===== config.mk =====
export PLATFORM = sky130hd
export DESIGN_NAME = uart_tx_arbiter
export DESIGN_NICKNAME = d
export VERILOG_FILES = /design/src/rtl/uart_tx_arbiter.sv
export SDC_FILE = /design/constraint.sdc
export NUM_CORES = 1
export LEC_CHECK = 0
export ABC_AREA = 1
export ABC_CLOCK_PERIOD_IN_PS = 2400
export CORE_AREA = 8 8 62 64
export CTS_BUF_LIST = sky130_fd_sc_hd__clkbuf_8
export DETAILED_ROUTE_END_ITERATION = 6
export DIE_AREA = 0 0 70 72
export PLACE_DENSITY = 0.8
export SLEW_MARGIN = 20
export SYNTH_ARGS = -nofsm -noshare
export SYNTH_HDL_FRONTEND = slang
export SYNTH_SLANG_ARGS = --single-unit

===== constraint.sdc =====
create_clock -name clk -period 2.4 [get_ports clk]
set_clock_uncertainty 0.1 [all_clocks]
set_input_delay 0.48 -clock clk [delete_from_list [all_inputs] [get_ports clk]]
set_output_delay 0.48 -clock clk [all_outputs]
set_load 0.05 [all_outputs]

===== src/rtl/uart_tx_arbiter.sv =====
// -----------------------------------------------------------------------------
// uart_tx_arbiter
//
// Shares the UART transmit byte-pop interface between NCH byte-stream
// requesters (status reporter, register dump, debug echo, ...). Each
// uart_pop_i request is answered with exactly one byte and a one-cycle
// uart_ack_o strobe. Packets are atomic: once a channel is granted, it keeps
// the grant until it presents a byte with req_last_i, or until MAX_PKT bytes
// have been sent, whichever comes first. Channels are served round-robin.
//
// Optional feature macro: UART_ARB_TAG_EN
//   When defined, every grant starts with one tag byte TAG_BASE|ch. The tag
//   is not counted toward MAX_PKT. When undefined there is no TAG state.
//
// Parameters:
//   NCH       number of requesters (2..8)
//   MAX_PKT   bytes per grant before forced release, 0 = unlimited
//   TAG_BASE  tag byte base (low bits must be free for the channel index)
//
// Ports:
//   clk          system clock
//   rst          synchronous, active-high reset
//   uart_pop_i   uart asks for the next TX byte (1-cycle pulse)
//   uart_data_o  byte to uart, valid only while uart_ack_o=1, else 8'h00
//   uart_ack_o   1-cycle strobe, uart_data_o is valid
//   req_valid_i  per-channel: a byte is available
//   req_data_i   per-channel byte, channel ch at [8*ch+7:8*ch]
//   req_last_i   per-channel: presented byte ends its packet
//   req_pop_o    per-channel 1-cycle strobe: byte consumed
//   grant_o      one-hot current owner, 0 when unlocked
//   busy_o       a packet is in progress
// -----------------------------------------------------------------------------
module uart_tx_arbiter #(
  parameter int         NCH      = 4,
  parameter int         MAX_PKT  = 16,
  parameter logic [7:0] TAG_BASE = 8'hF0
) (
  input  logic             clk,
  input  logic             rst,
  input  logic             uart_pop_i,
  output logic [7:0]       uart_data_o,
  output logic             uart_ack_o,
  input  logic [NCH-1:0]   req_valid_i,
  input  logic [NCH*8-1:0] req_data_i,
  input  logic [NCH-1:0]   req_last_i,
  output logic [NCH-1:0]   req_pop_o,
  output logic [NCH-1:0]   grant_o,
  output logic             busy_o
);

  localparam int CHW  = (NCH > 1) ? $clog2(NCH) : 1;
  // The counter only has to hold 0..MAX_PKT-1: the byte that would make it
  // reach MAX_PKT releases the grant and clears it instead.
  localparam int CNTW = (MAX_PKT > 1) ? $clog2(MAX_PKT) : 1;

  if (NCH < 2 || NCH > 8) begin : g_bad_nch
    $error("uart_tx_arbiter: NCH must be in 2..8");
  end
  if ((TAG_BASE & 8'(NCH - 1)) != 8'h00) begin : g_bad_tag
    $error("uart_tx_arbiter: TAG_BASE low bits overlap the channel index");
  end

`ifdef UART_ARB_TAG_EN
  typedef enum logic [1:0] {S_IDLE, S_TAG, S_DATA} state_t;
`else
  typedef enum logic [1:0] {S_IDLE, S_DATA} state_t;
`endif

  state_t            state, state_n;
  logic              pend, pend_n;
  logic [CHW-1:0]    rr_ptr, rr_n;
  logic [CHW-1:0]    gnt_ch, gnt_n;
  logic [CNTW-1:0]   byte_cnt, cnt_n;

  logic              scan_found;
  logic [CHW-1:0]    scan_ch;
  logic [CHW-1:0]    cand;
  logic [7:0]        req_bytes [NCH];
  logic              at_limit;
  logic              ack;
  logic [7:0]        data;
  logic [NCH-1:0]    pops;

  // State register. Reset parks the round-robin pointer on the last channel
  // so channel 0 is the first one scanned.
  always_ff @(posedge clk) begin
    if (rst) begin
      state    <= S_IDLE;
      pend     <= 1'b0;
      rr_ptr   <= CHW'(NCH - 1);
      gnt_ch   <= '0;
      byte_cnt <= '0;
    end else begin
      state    <= state_n;
      pend     <= pend_n;
      rr_ptr   <= rr_n;
      gnt_ch   <= gnt_n;
      byte_cnt <= cnt_n;
    end
  end

  // Round-robin scan starting just after the last served channel, so the
  // channel that was just served has lowest priority.
  always_comb begin
    scan_found = 1'b0;
    scan_ch    = '0;
    cand       = '0;
    for (int i = 1; i <= NCH; i++) begin
      cand = CHW'((int'(rr_ptr) + i) % NCH);
      if (!scan_found && req_valid_i[cand]) begin
        scan_found = 1'b1;
        scan_ch    = cand;
      end
    end
  end

  always_comb begin
    for (int c = 0; c < NCH; c++) begin
      req_bytes[c] = req_data_i[8*c +: 8];
    end
  end

  assign at_limit = (MAX_PKT != 0) && (int'(byte_cnt) == MAX_PKT - 1);

  // Next-state and response logic. Selection in IDLE never acks in the same
  // cycle; the uart_pop_i of the current cycle already counts as a request
  // for selection so the first byte still arrives one cycle after the pop.
  always_comb begin
    state_n = state;
    pend_n  = pend | uart_pop_i;
    rr_n    = rr_ptr;
    gnt_n   = gnt_ch;
    cnt_n   = byte_cnt;
    ack     = 1'b0;
    data    = 8'h00;
    pops    = '0;
    case (state)
      S_IDLE: begin
        if ((pend || uart_pop_i) && scan_found) begin
          gnt_n = scan_ch;
          rr_n  = scan_ch;
          cnt_n = '0;
`ifdef UART_ARB_TAG_EN
          state_n = S_TAG;
`else
          state_n = S_DATA;
`endif
        end
      end
`ifdef UART_ARB_TAG_EN
      S_TAG: begin
        if (pend) begin
          ack     = 1'b1;
          data    = TAG_BASE | 8'(gnt_ch);
          pend_n  = 1'b0;
          state_n = S_DATA;
        end
      end
`endif
      S_DATA: begin
        // A stalled owner simply keeps pend set; other channels are not
        // considered until the packet ends or the byte limit is hit.
        if (pend && req_valid_i[gnt_ch]) begin
          ack          = 1'b1;
          data         = req_bytes[gnt_ch];
          pops[gnt_ch] = 1'b1;
          pend_n       = 1'b0;
          if (req_last_i[gnt_ch] || at_limit) begin
            state_n = S_IDLE;
            cnt_n   = '0;
          end else if (MAX_PKT != 0) begin
            cnt_n = byte_cnt + CNTW'(1);
          end
        end
      end
      default: state_n = S_IDLE;
    endcase
  end

  // Outputs are forced low during reset so an interrupted packet loses no
  // byte through a stray pop on the reset cycle.
  assign uart_ack_o  = ack & ~rst;
  assign uart_data_o = rst ? 8'h00 : data;
  assign req_pop_o   = rst ? '0 : pops;
  assign grant_o     = (rst || state == S_IDLE) ? '0 : (NCH'(1) << gnt_ch);
  assign busy_o      = |grant_o;

endmodule


After elaboration in Yosys (flattened, before gate mapping)

Index checks and enable logic that the tools add are counted.

$add $sub $neg: 5
$mul: 0
Div/mod/pow operators: 0
Order comparisons: 7
Equality and inequality tests: 5
Shift operators: 1
Muxes and demuxes: 44
Bitwise logic cells: 4
Reductions and logical operators: 18

Operators by type and width:

| operator            | number |
|---|---|
| $mux 8              | 5 |
| $mux 4              | 7 |
| $bmux 8 s2          | 1 |
| $lt 2x3->1 const B  | 5 |
| $mux 1              | 15 |
| $mux 2              | 7 |
| $bmux 1 s2          | 6 |
| $pmux 4 s2          | 1 |
| $logic_and 1x1->1   | 6 |
| $ne 2x2->1 const B  | 3 |
| $reduce_and 3->1    | 2 |
| $add 2x1->2 const B | 2 |
| $add 2x2->2 const B | 2 |
| $add 4x1->4 const B | 1 |
| $eq 4x1->1 const B  | 1 |
| $pmux 2 s2          | 1 |
| $reduce_or 4->1     | 1 |
| $shl 1x2->4 const A | 1 |
| $ge 3x3->1 const B  | 1 |
| $logic_not 1->1     | 3 |
| $logic_or 1x1->1    | 3 |
| $not 2->3           | 1 |
| $demux 1 s2         | 1 |
| $eq 2x1->1 const B  | 1 |
| other kinds (7)     | 7 |

Register bits: 11
Bits in latches: 0
Bits in writable memories: 0
Memory bits (read-only): 0
Input port bits: 43
Output and inout bits: 18
Logic and storage cells: 89
Memories kept: 0

Logic depth before layout (Yosys ltp)

Gate-level depths: netlist of run 1.

Depth in word-level cells: 16
Gate-level depth with buffers: 12
Depth with buffers taken out: 11

Least setup slack after synthesis of run 1

OpenSTA, ideal clock, no wires.

Path kind: input-to-output
Start point: input rst
End point: output grant_o[0]
Arrival time: 2.255 ns
Required time: 1.820 ns
Path slack: -0.435 ns
Stages: 4
Path buffers: 1
Cells stage by stage: clkbuf_1 -> nor2_1 -> inv_1 -> nor2_1

Word-level cells in the longest chain between the ends: 2

Ends and longest elaborated chain:

| item             | line | text |
|---|---|---|
| start, declared  | 39   | `input logic rst,` |
| $logic_or 1x1->1 | 185  | `assign grant_o = (rst \|\| state == S_IDLE) ? '0 : (NCH'(1) << gnt_ch);` |
| $mux 4           | 185  |  |
| end, declared    | 47   | `output logic [NCH-1:0] grant_o,` |

Every way passes these cells.

Worst setup path in the final report of run 1

Start point: input rst
End point: output uart_ack_o

Word-level cells in the longest chain between the ends: 2

Ends and longest elaborated chain:

| item          | line | text |
|---|---|---|
| $not 1->1     | 182  | `assign uart_ack_o = ack & ~rst;` |
| $and 1x1->1   | 182  |  |
| end, declared | 42   | `output logic uart_ack_o,` |

Every way passes these cells.

==> impl_metrics.yaml, run 1 <==
cells_and_area:
  layout_common_cells: "nand2_1 (59), clkdlybuf4s50_1 (38), inv_1 (18), buf_12 (18), nand3_1 (14)"
  seq_area_um2: 202.7
  nNetsFinal: 295
  final_cells: 283
  syn_to_final_growth_pct: 100.5
  antenna_cells: 0
  drive_gt1_share_pct: 27.20
  final_common_cell: "nand2_1"
  multi_input_area_um2: 872.1
  num-fill-cells: 218
sta:
  hold_ws_ns: 0.4011
  fin_crit_sh_pct: 97.58
  final_hold_viol_count: 0
  fin_setup_tns_ns: 0
  fmax_mhz: 427.0
  timing.final.ws_setup_ns: 0.05798
  tightest_slew_ns: 0.3402
  timing.slew.headroom_pct: 77.29
  fin_crit_ns: 2.342
  finalSetupViolations: 0
  drv_slew: 0
drt:
  wirelength_mm: 4.198
  firstDrtPassIters: 4
  routed_via_density: 5.187
  wire_per_inst_um: 14.83
  vias: 1468
  drc_errors: 0
  drtIter0Drc: 150
  antenna_left: 0
critical_path:
  cp.required_ns: 1.82
  path_max_fanout: 6
  cp.arrival_ns: 1.76
  path_class: "primary input to output port"
  start_kind: "primary input"
  cp-end-kind: "output port"
clocking:
  cts.path.max_buffers: 2
  clk_latency_ns: 0.23
  htreeDepth: 1
  cts_inserted_buffers: 3
  cts.sinks: 10
  cts_root_buf: "clkbuf_8"
  cts.clk_slew.worst_paths_ns: 0.05
  hold_buffers: 0
  cts_tree: "done"
die:
  die_w_um: 70
  dieArea_mm2: 0.005040
  io_pins: 61
  start_util_pct: 36.55
  dieHeight_um: 72
  core_mm2: 0.002903
  rows: 20
power_and_ir_drop:
  p_per_area_mw_per_mm2: 725.7
  leakagePower_nw: 0.9102
  ir_worst_vdd_mv: 0.5946
global_route:
  grt_max_degree: 14
  grt_pass1_vias: 1352
  antenna_found_initial: 0
  gr-total-overflow: 0
  track_usage_pct: 14.52
  grt_pass1_wl_mm: 6.313
placement:
  io_buffers: 60
  gp_congestion: 0.9342
  dp_slack_ns: 0.002145
  placed_cells: 277
  hpwl_mm: 3.229
yosys:
  syn-num-nets: 224
  netlist_area_mm2: 0.001061
  synth-seq-cells: 10
  yosysUniqueCellTypes: 29
  synth_warnings: 0
  synthCells: 180
  avgSynthCellArea_um2: 5.895
  yosysSeqAreaShare_pct: 18.87
flow_run:
  cap_violations: 0
min_path:
  hold_path_class: "flip-flop to flip-flop"
status:
  status: "finished clean"
[kinds of logic (layout without fill, tap and decap cells)]
group,after synthesis,in the layout,share of synthesized area [%]
AOI/OAI and AO/OA,32,32,21.34
adders and majority gates,1,1,1.179
buffers and inverters,28,97,12.03
DFF,10,10,18.87
and+or+nand+nor,109,110,46.58
[routing by layer]
layer  track usage [%]  part of all wire (%)  vias to the layer above
met5                 0                     0                        -
met4             2.902                   1.5                        0
met3             4.638                   5.5                        6
met2             23.96                    51                       39
met1             18.05                    42                      690
li1                  -                     -                      733
[worst max-delay path, cell delays in order]
cell and delay (ns):
clkdlybuf4s50_1 0.57, clkinvlp_4 0.26, nand2_4 0.20, inv_1 0.10
buf_12 0.15
[cells in the mapped netlist, drive strengths merged]
cell type  number  area [um2]
nand2          67       269.0
nand4           2       12.51
a21oi          11       55.05
clkbuf          1       3.750
a22oi           8       60.06
o21ai           3       15.01
a31oi           8       81.33
inv            23       88.84
o2111ai         1       8.760
ha              1       12.51
clkinv          1       5.000
nor2           21       98.84
nor3            2       10.01
buf             3       30.03
dfxtp          10       200.2
nand3          16       97.60
o22ai           1       6.260
or2             1       6.260
[timing repair]
item                       4_1_cts  5_1_grt
pin swaps                        0        2
setup endpoints to repair        4       13
gates cloned                     0        1
setup buffers                    0        1
gates resized for setup          0       25
[registers in the layout (all words and copies together), names as in the netlist]
name      flops
rr_ptr        2
pend          1
state         1
gnt_ch        2
byte_cnt      4
[per-stage QoR]
| step | util (%) | instance area [um2] | total power (W) |
|---|---|---|---|
| 2_1_floorplan | - | 1082 | 0.0009212 |
| 3_3_place_gp | 66.51 | 1931 | 0.001220 |
| 3_5_place_dp | 66.51 | 1931 | 0.001236 |
| 4_1_cts | 68.41 | 1986 | 0.001445 |
| 5_1_grt | 73.28 | 2127 | 0.001663 |
| 6_report | 73.28 | 2127 | 0.001544 |
[final timing paths]
path	from	endpoint	slack [ns]	cells past startpoint
max	rst	uart_ack_o	0.06	5
max reg2reg	rr_ptr[0]	gnt_ch[0]	0.48	11
min	byte_cnt[3]	byte_cnt[3]	0.40	2
min reg2reg	byte_cnt[3]	byte_cnt[3]	0.40	2
[layout make-up]
type	instances	share of cell area (%)
clock buffer	4	2.588
inverter	24	4.588
multi-input combinational	143	41.00
sequential	10	9.529
tap	33	1.941
timing repair buffer	69	40.35
[power by group]
part           internal, W  leakage (nW)  switching, W
logic             0.000407         0.799      0.000654
registers         0.000206        0.0829     0.0000712
clock network     0.000144        0.0288     0.0000626
Power figures use the tool's default switching activity.
==> inputs of run 2 (changes only) <==
ABC_CLOCK_PERIOD_IN_PS = not set   (was 2400)
CORE_AREA = 2 2 56 58   (was 8 8 62 64)
DIE_AREA = 0 0 58 60   (was 0 0 70 72)
==> run 2 against run 1 <==
Critical endpoint is now uart_data_o[1]. Clock power hardly changed. Worst hold slack better by 0.0062 ns. Largest power group unchanged. Critical path depth is 5 higher. Non-clock buffer count is 5 higher. Critical path type is now flip-flop to output port. Sequential power hardly changed. Sequential cell count stayed put. Via count is 1.4% higher. Combinational power hardly changed. Global-route usage is 6.4 points higher. Setup slack worse by 0.0054 ns. Maximum frequency is 0.23% lower. Sequential share of layout area is 0.13 points lower.
==> impl_metrics.yaml, run 2 (synthesis gave the netlist of run 1 again) <==
critical_path:
  worstReg2RegEnd: "gnt_ch[0]"
  regToRegSetupSlack_ns: 0.44
  path_max_fanout: 7
  cp.required_ns: 1.82
  start_kind: "flip-flop"
  reg2reg_depth: 11
  r2r-start: "rr_ptr[0]"
  cp-end-kind: "output port"
  cp.arrival_ns: 1.77
  path_class: "flip-flop to output port"
sta:
  fin_crit_ns: 2.347
  final_hold_viol_count: 0
  drv_slew: 0
  fmax_mhz: 426.0
  finalSetupViolations: 0
  timing.slew.headroom_pct: 76.89
  fin_crit_sh_pct: 97.81
  hold_ws_ns: 0.4074
  tightest_slew_ns: 0.3462
  fin_setup_tns_ns: 0
cells_and_area:
  largest_register: "byte_cnt"
  num-fill-cells: 202
  largest_reg_flops: 4
  drive_gt1_share_pct: 28.63
  final_common_cell: "nand2_1"
  syn_to_final_growth_pct: 103.2
  fin_util_pct: 74.27
  seq_area_um2: 202.7
  multi_input_area_um2: 862.1
  layout_common_cells: "nand2_1 (59), clkdlybuf4s50_1 (38), inv_1 (18), buf_12 (18)"
  reg_top3: "byte_cnt: 4 flops, gnt_ch: 2 flops, rr_ptr: 2 flops"
  nNetsFinal: 300
  antenna_cells: 0
die:
  dieHeight_um: 60
  die_w_um: 58
  rows: 20
  start_util_pct: 36.55
  io_pins: 61
  dieArea_mm2: 0.003480
  core_mm2: 0.002903
clocking:
  cts.path.max_buffers: 2
  cts.clk_slew.worst_paths_ns: 0.05
  clk_latency_ns: 0.23
  cts_inserted_buffers: 3
  cts_tree: "done"
  htreeDepth: 1
  cts_root_buf: "clkbuf_8"
  hold_buffers: 0
  cts.sinks: 10
min_path:
  whs_endpoint: "byte_cnt[1]"
  worstHoldStart: "byte_cnt[1]"
  hold_path_class: "flip-flop to flip-flop"
  holdPathStages: 2
drt:
  wire_per_inst_um: 14.10
  drc_errors: 0
  routed_via_density: 5.170
  drtIter0Drc: 85
  wirelength_mm: 4.060
  firstDrtPassIters: 4
  antenna_left: 0
  vias: 1489
power_and_ir_drop:
  ir_worst_vdd_mv: 0.5569
  p_per_area_mw_per_mm2: 728.4
  leakagePower_nw: 0.9339
placement:
  io_buffers: 60
  gp_congestion: 0.9146
  hpwl_mm: 2.922
global_route:
  antenna_found_initial: 0
  gr-total-overflow: 0
  grt_max_degree: 14
  grt_pass1_vias: 1308
  grt_pass1_wl_mm: 5.727
  track_usage_pct: 20.91
flow_run:
  cap_violations: 0
status:
  status: "finished clean"
-- run 2: report_power, final --
group / total (W) / internal (W) / leakage, nW / switching [W]
clock: 0.000208 / 0.000144 / 0.0288 / 0.0000639
sequential: 0.000276 / 0.000206 / 0.0829 / 0.0000701
combinational: 0.00109 / 0.000421 / 0.822 / 0.000666
total: 0.00157 / 0.000770 / 0.934 / 0.000800
-- run 2: critical path, cell delays in order, from the launching register on --
cell	delay, ns
dfxtp_2	0.35
inv_1	0.08
nand2_2	0.11
clkinv_4	0.09
nand2_1	0.05
nand2_1	0.07
nor2_2	0.05
nor2_4	0.22
nand2_8	0.14
a31oi_4	0.20
buf_12	0.16
-- run 2: per-layer routing --
| metal | up-vias | share of wire, % | track usage (%) |
|---|---|---|---|
| met2 | 54 | 52 | 34.25 |
| met1 | 685 | 42 | 28.29 |
| met4 | 0 | 1.3 | 5.316 |
| li1 | 743 | - | - |
| met5 | - | 0 | 0 |
| met3 | 7 | 4.9 | 3.896 |
-- run 2: what timing repair did --
action                                  4_1_cts  5_1_grt
cloned                                        0        1
endpoints found under the setup margin       12       13
gates resized for setup                       2       23
pin swaps                                     0        3
setup buffers                                 0        4
-- run 2: layout make-up --
cell class                 instances  area share (%)
sequential                        10           9.402
inverter                          24           4.585
timing repair buffer              74           41.56
tap                               33           1.915
multi-input combinational        143           39.99
clock buffer                       4           2.554
-- run 2: worst max path at each step --
stage          cells past startpoint        endpoint      startpoint
2_1_floorplan                      4      grant_o[0]             rst
3_3_place_gp                       8  uart_data_o[7]  req_valid_i[0]
3_5_place_dp                       8  uart_data_o[7]  req_valid_i[0]
4_1_cts                            8  uart_data_o[7]  req_valid_i[2]
5_1_grt                           10  uart_data_o[1]       gnt_ch[1]
6_report                          10  uart_data_o[1]       gnt_ch[1]
-- run 2: stage by stage --
stage                     instance area [um2]  instances  total power (W)  setup WS, ns
after global placement                   1946        279         0.001204       0.01997
final                                    2156        288         0.001570       0.05254
after detailed placement                 1946        279         0.001226    -0.0005507
after floorplan                          1082        180        0.0009212       -0.1663
after global routing                     2156        288         0.001701      -0.01439
after CTS                                2006        283         0.001444      -0.01256
==> inputs of run 3 (changes only) <==
CAP_MARGIN = 25   (was not set)
MAX_ROUTING_LAYER = met4   (was not set)
==> run 3 against run 2 <==
Clock-buffer cell count unchanged. Maximum frequency up 0.78%. First-iteration DRC count down 19%. Highest routed layer unchanged.
==> impl_metrics.yaml, run 3 (synthesis gave the netlist of run 1 again) <==
status:
  status: "finished clean"
drt:
  firstDrtPassIters: 4
  routed_via_density: 5.132
  antenna_left: 0
  drtIter0Drc: 69
  wirelength_mm: 4.045
  vias: 1473
  drc_errors: 0
  wire_per_inst_um: 14.09
global_route:
  grt_pass1_vias: 1349
  grt_max_degree: 14
  antenna_found_initial: 0
  gr-total-overflow: 0
  track_usage_pct: 21.84
  grt_pass1_wl_mm: 5.830
clocking:
  cts.sinks: 10
  htreeDepth: 1
  cts.clk_slew.worst_paths_ns: 0.05
  cts_tree: "done"
  hold_buffers: 0
  clk_latency_ns: 0.23
  cts_root_buf: "clkbuf_8"
  cts_inserted_buffers: 3
  cts.path.max_buffers: 2
critical_path:
  start_kind: "flip-flop"
  cp.arrival_ns: 1.75
  regToRegSetupSlack_ns: 0.45
  cp-startpoint: "gnt_ch[0]"
  r2r-start: "rr_ptr[0]"
  reg2reg_depth: 11
  cp.required_ns: 1.82
  path_max_fanout: 7
  worstReg2RegEnd: "rr_ptr[1]"
  cp-end-kind: "output port"
  path_class: "flip-flop to output port"
sta:
  timing.slew.headroom_pct: 76.61
  fin_crit_sh_pct: 97.06
  final_hold_viol_count: 0
  fmax_mhz: 429.3
  finalSetupViolations: 0
  tightest_slew_ns: 0.3504
  timing.final.ws_setup_ns: 0.07060
  drv_slew: 0
  fin_crit_ns: 2.329
  hold_ws_ns: 0.4041
min_path:
  holdPathStages: 2
  whs_endpoint: "state[0]"
  hold_path_class: "flip-flop to flip-flop"
  worstHoldStart: "state[0]"
die:
  dieHeight_um: 60
  rows: 20
  start_util_pct: 36.55
  die_w_um: 58
  io_pins: 61
  dieArea_mm2: 0.003480
  core_mm2: 0.002903
cells_and_area:
  fin_util_pct: 74.22
  largest_reg_flops: 4
  reg_top3: "byte_cnt: 4 flops, gnt_ch: 2 flops, rr_ptr: 2 flops"
  nNetsFinal: 299
  largest_register: "byte_cnt"
  syn_to_final_growth_pct: 103.1
  num-fill-cells: 215
  final_common_cell: "nand2_1"
  layout_common_cells: "nand2_1 (59), clkdlybuf4s50_1 (37), inv_1 (18), buf_12 (18), nand3_1 (14)"
  drive_gt1_share_pct: 28.35
  antenna_cells: 0
  multi_input_area_um2: 862.1
  seq_area_um2: 202.7
placement:
  io_buffers: 60
  dp_slack_ns: 0.007559
  gp_congestion: 0.9339
  hpwl_mm: 3.070
flow_run:
  cap_violations: 0
power_and_ir_drop:
  p_per_area_mw_per_mm2: 716.2
  p_total_w: 0.001543
  ir_worst_vdd_mv: 0.5427
  leakagePower_nw: 0.9335
## run 3: worst max-delay path by stage
stage | to | depth (start not counted)
finish | uart_data_o[5] | 9
floorplan | grant_o[0] | 4
global route | uart_data_o[7] | 9
global placement | uart_data_o[7] | 8
CTS | uart_data_o[5] | 8
detailed placement | uart_data_o[5] | 8
## run 3: per-stage QoR
stage / cell area, um2 / TNS (ns) / std cells
2_1_floorplan: 1082 / -0.6654 / 180
3_3_place_gp: 1946 / 0 / 279
3_5_place_dp: 1946 / 0 / 279
4_1_cts: 2006 / -0.0001473 / 283
5_1_grt: 2155 / -0.001264 / 287
6_report: 2155 / 0 / 287
## run 3: critical path, cell delays in order, from the launching register on
cell and delay, ns:
dfxtp_2 0.39, nand2_2 0.14, clkinv_4 0.10, nand2_1 0.05, nand2_1 0.07, nor2_2 0.05, nor2_4 0.21, nand2_8 0.14
a31oi_4 0.20, buf_12 0.16
## run 3: layout make-up
cell class	count	area share, %
repair buffers	73	41.35
multi-input cells	143	40.01
flip-flops and latches	10	9.408
inverters	24	4.762
clock buffers	4	2.555
well taps	33	1.916
## run 3: layer usage
| layer | global-route usage (%) | vias up | part of all wire, % |
|---|---|---|---|
| li1 | - | 742 | - |
| met1 | 30.24 | 682 | 42 |
| met2 | 33.60 | 43 | 52 |
| met3 | 3.896 | 6 | 4.6 |
| met4 | 3.987 | 0 | 1.6 |
| met5 | - | - | 0 |
## run 3: report_power, final
group | total [W] | internal, W | switching [W]
clock | 0.000211 | 0.000144 | 0.0000671
sequential | 0.000273 | 0.000205 | 0.0000678
combinational | 0.00106 | 0.000406 | 0.000653
total | 0.00154 | 0.000756 | 0.000787
## run 3: what timing repair did
| item | CTS | global route |
|---|---|---|
| endpoints found under the setup margin | 12 | 13 |
| gates cloned | 0 | 1 |
| setup buffers | 0 | 3 |
| gates resized for setup | 2 | 24 |
| pin swaps | 0 | 3 |
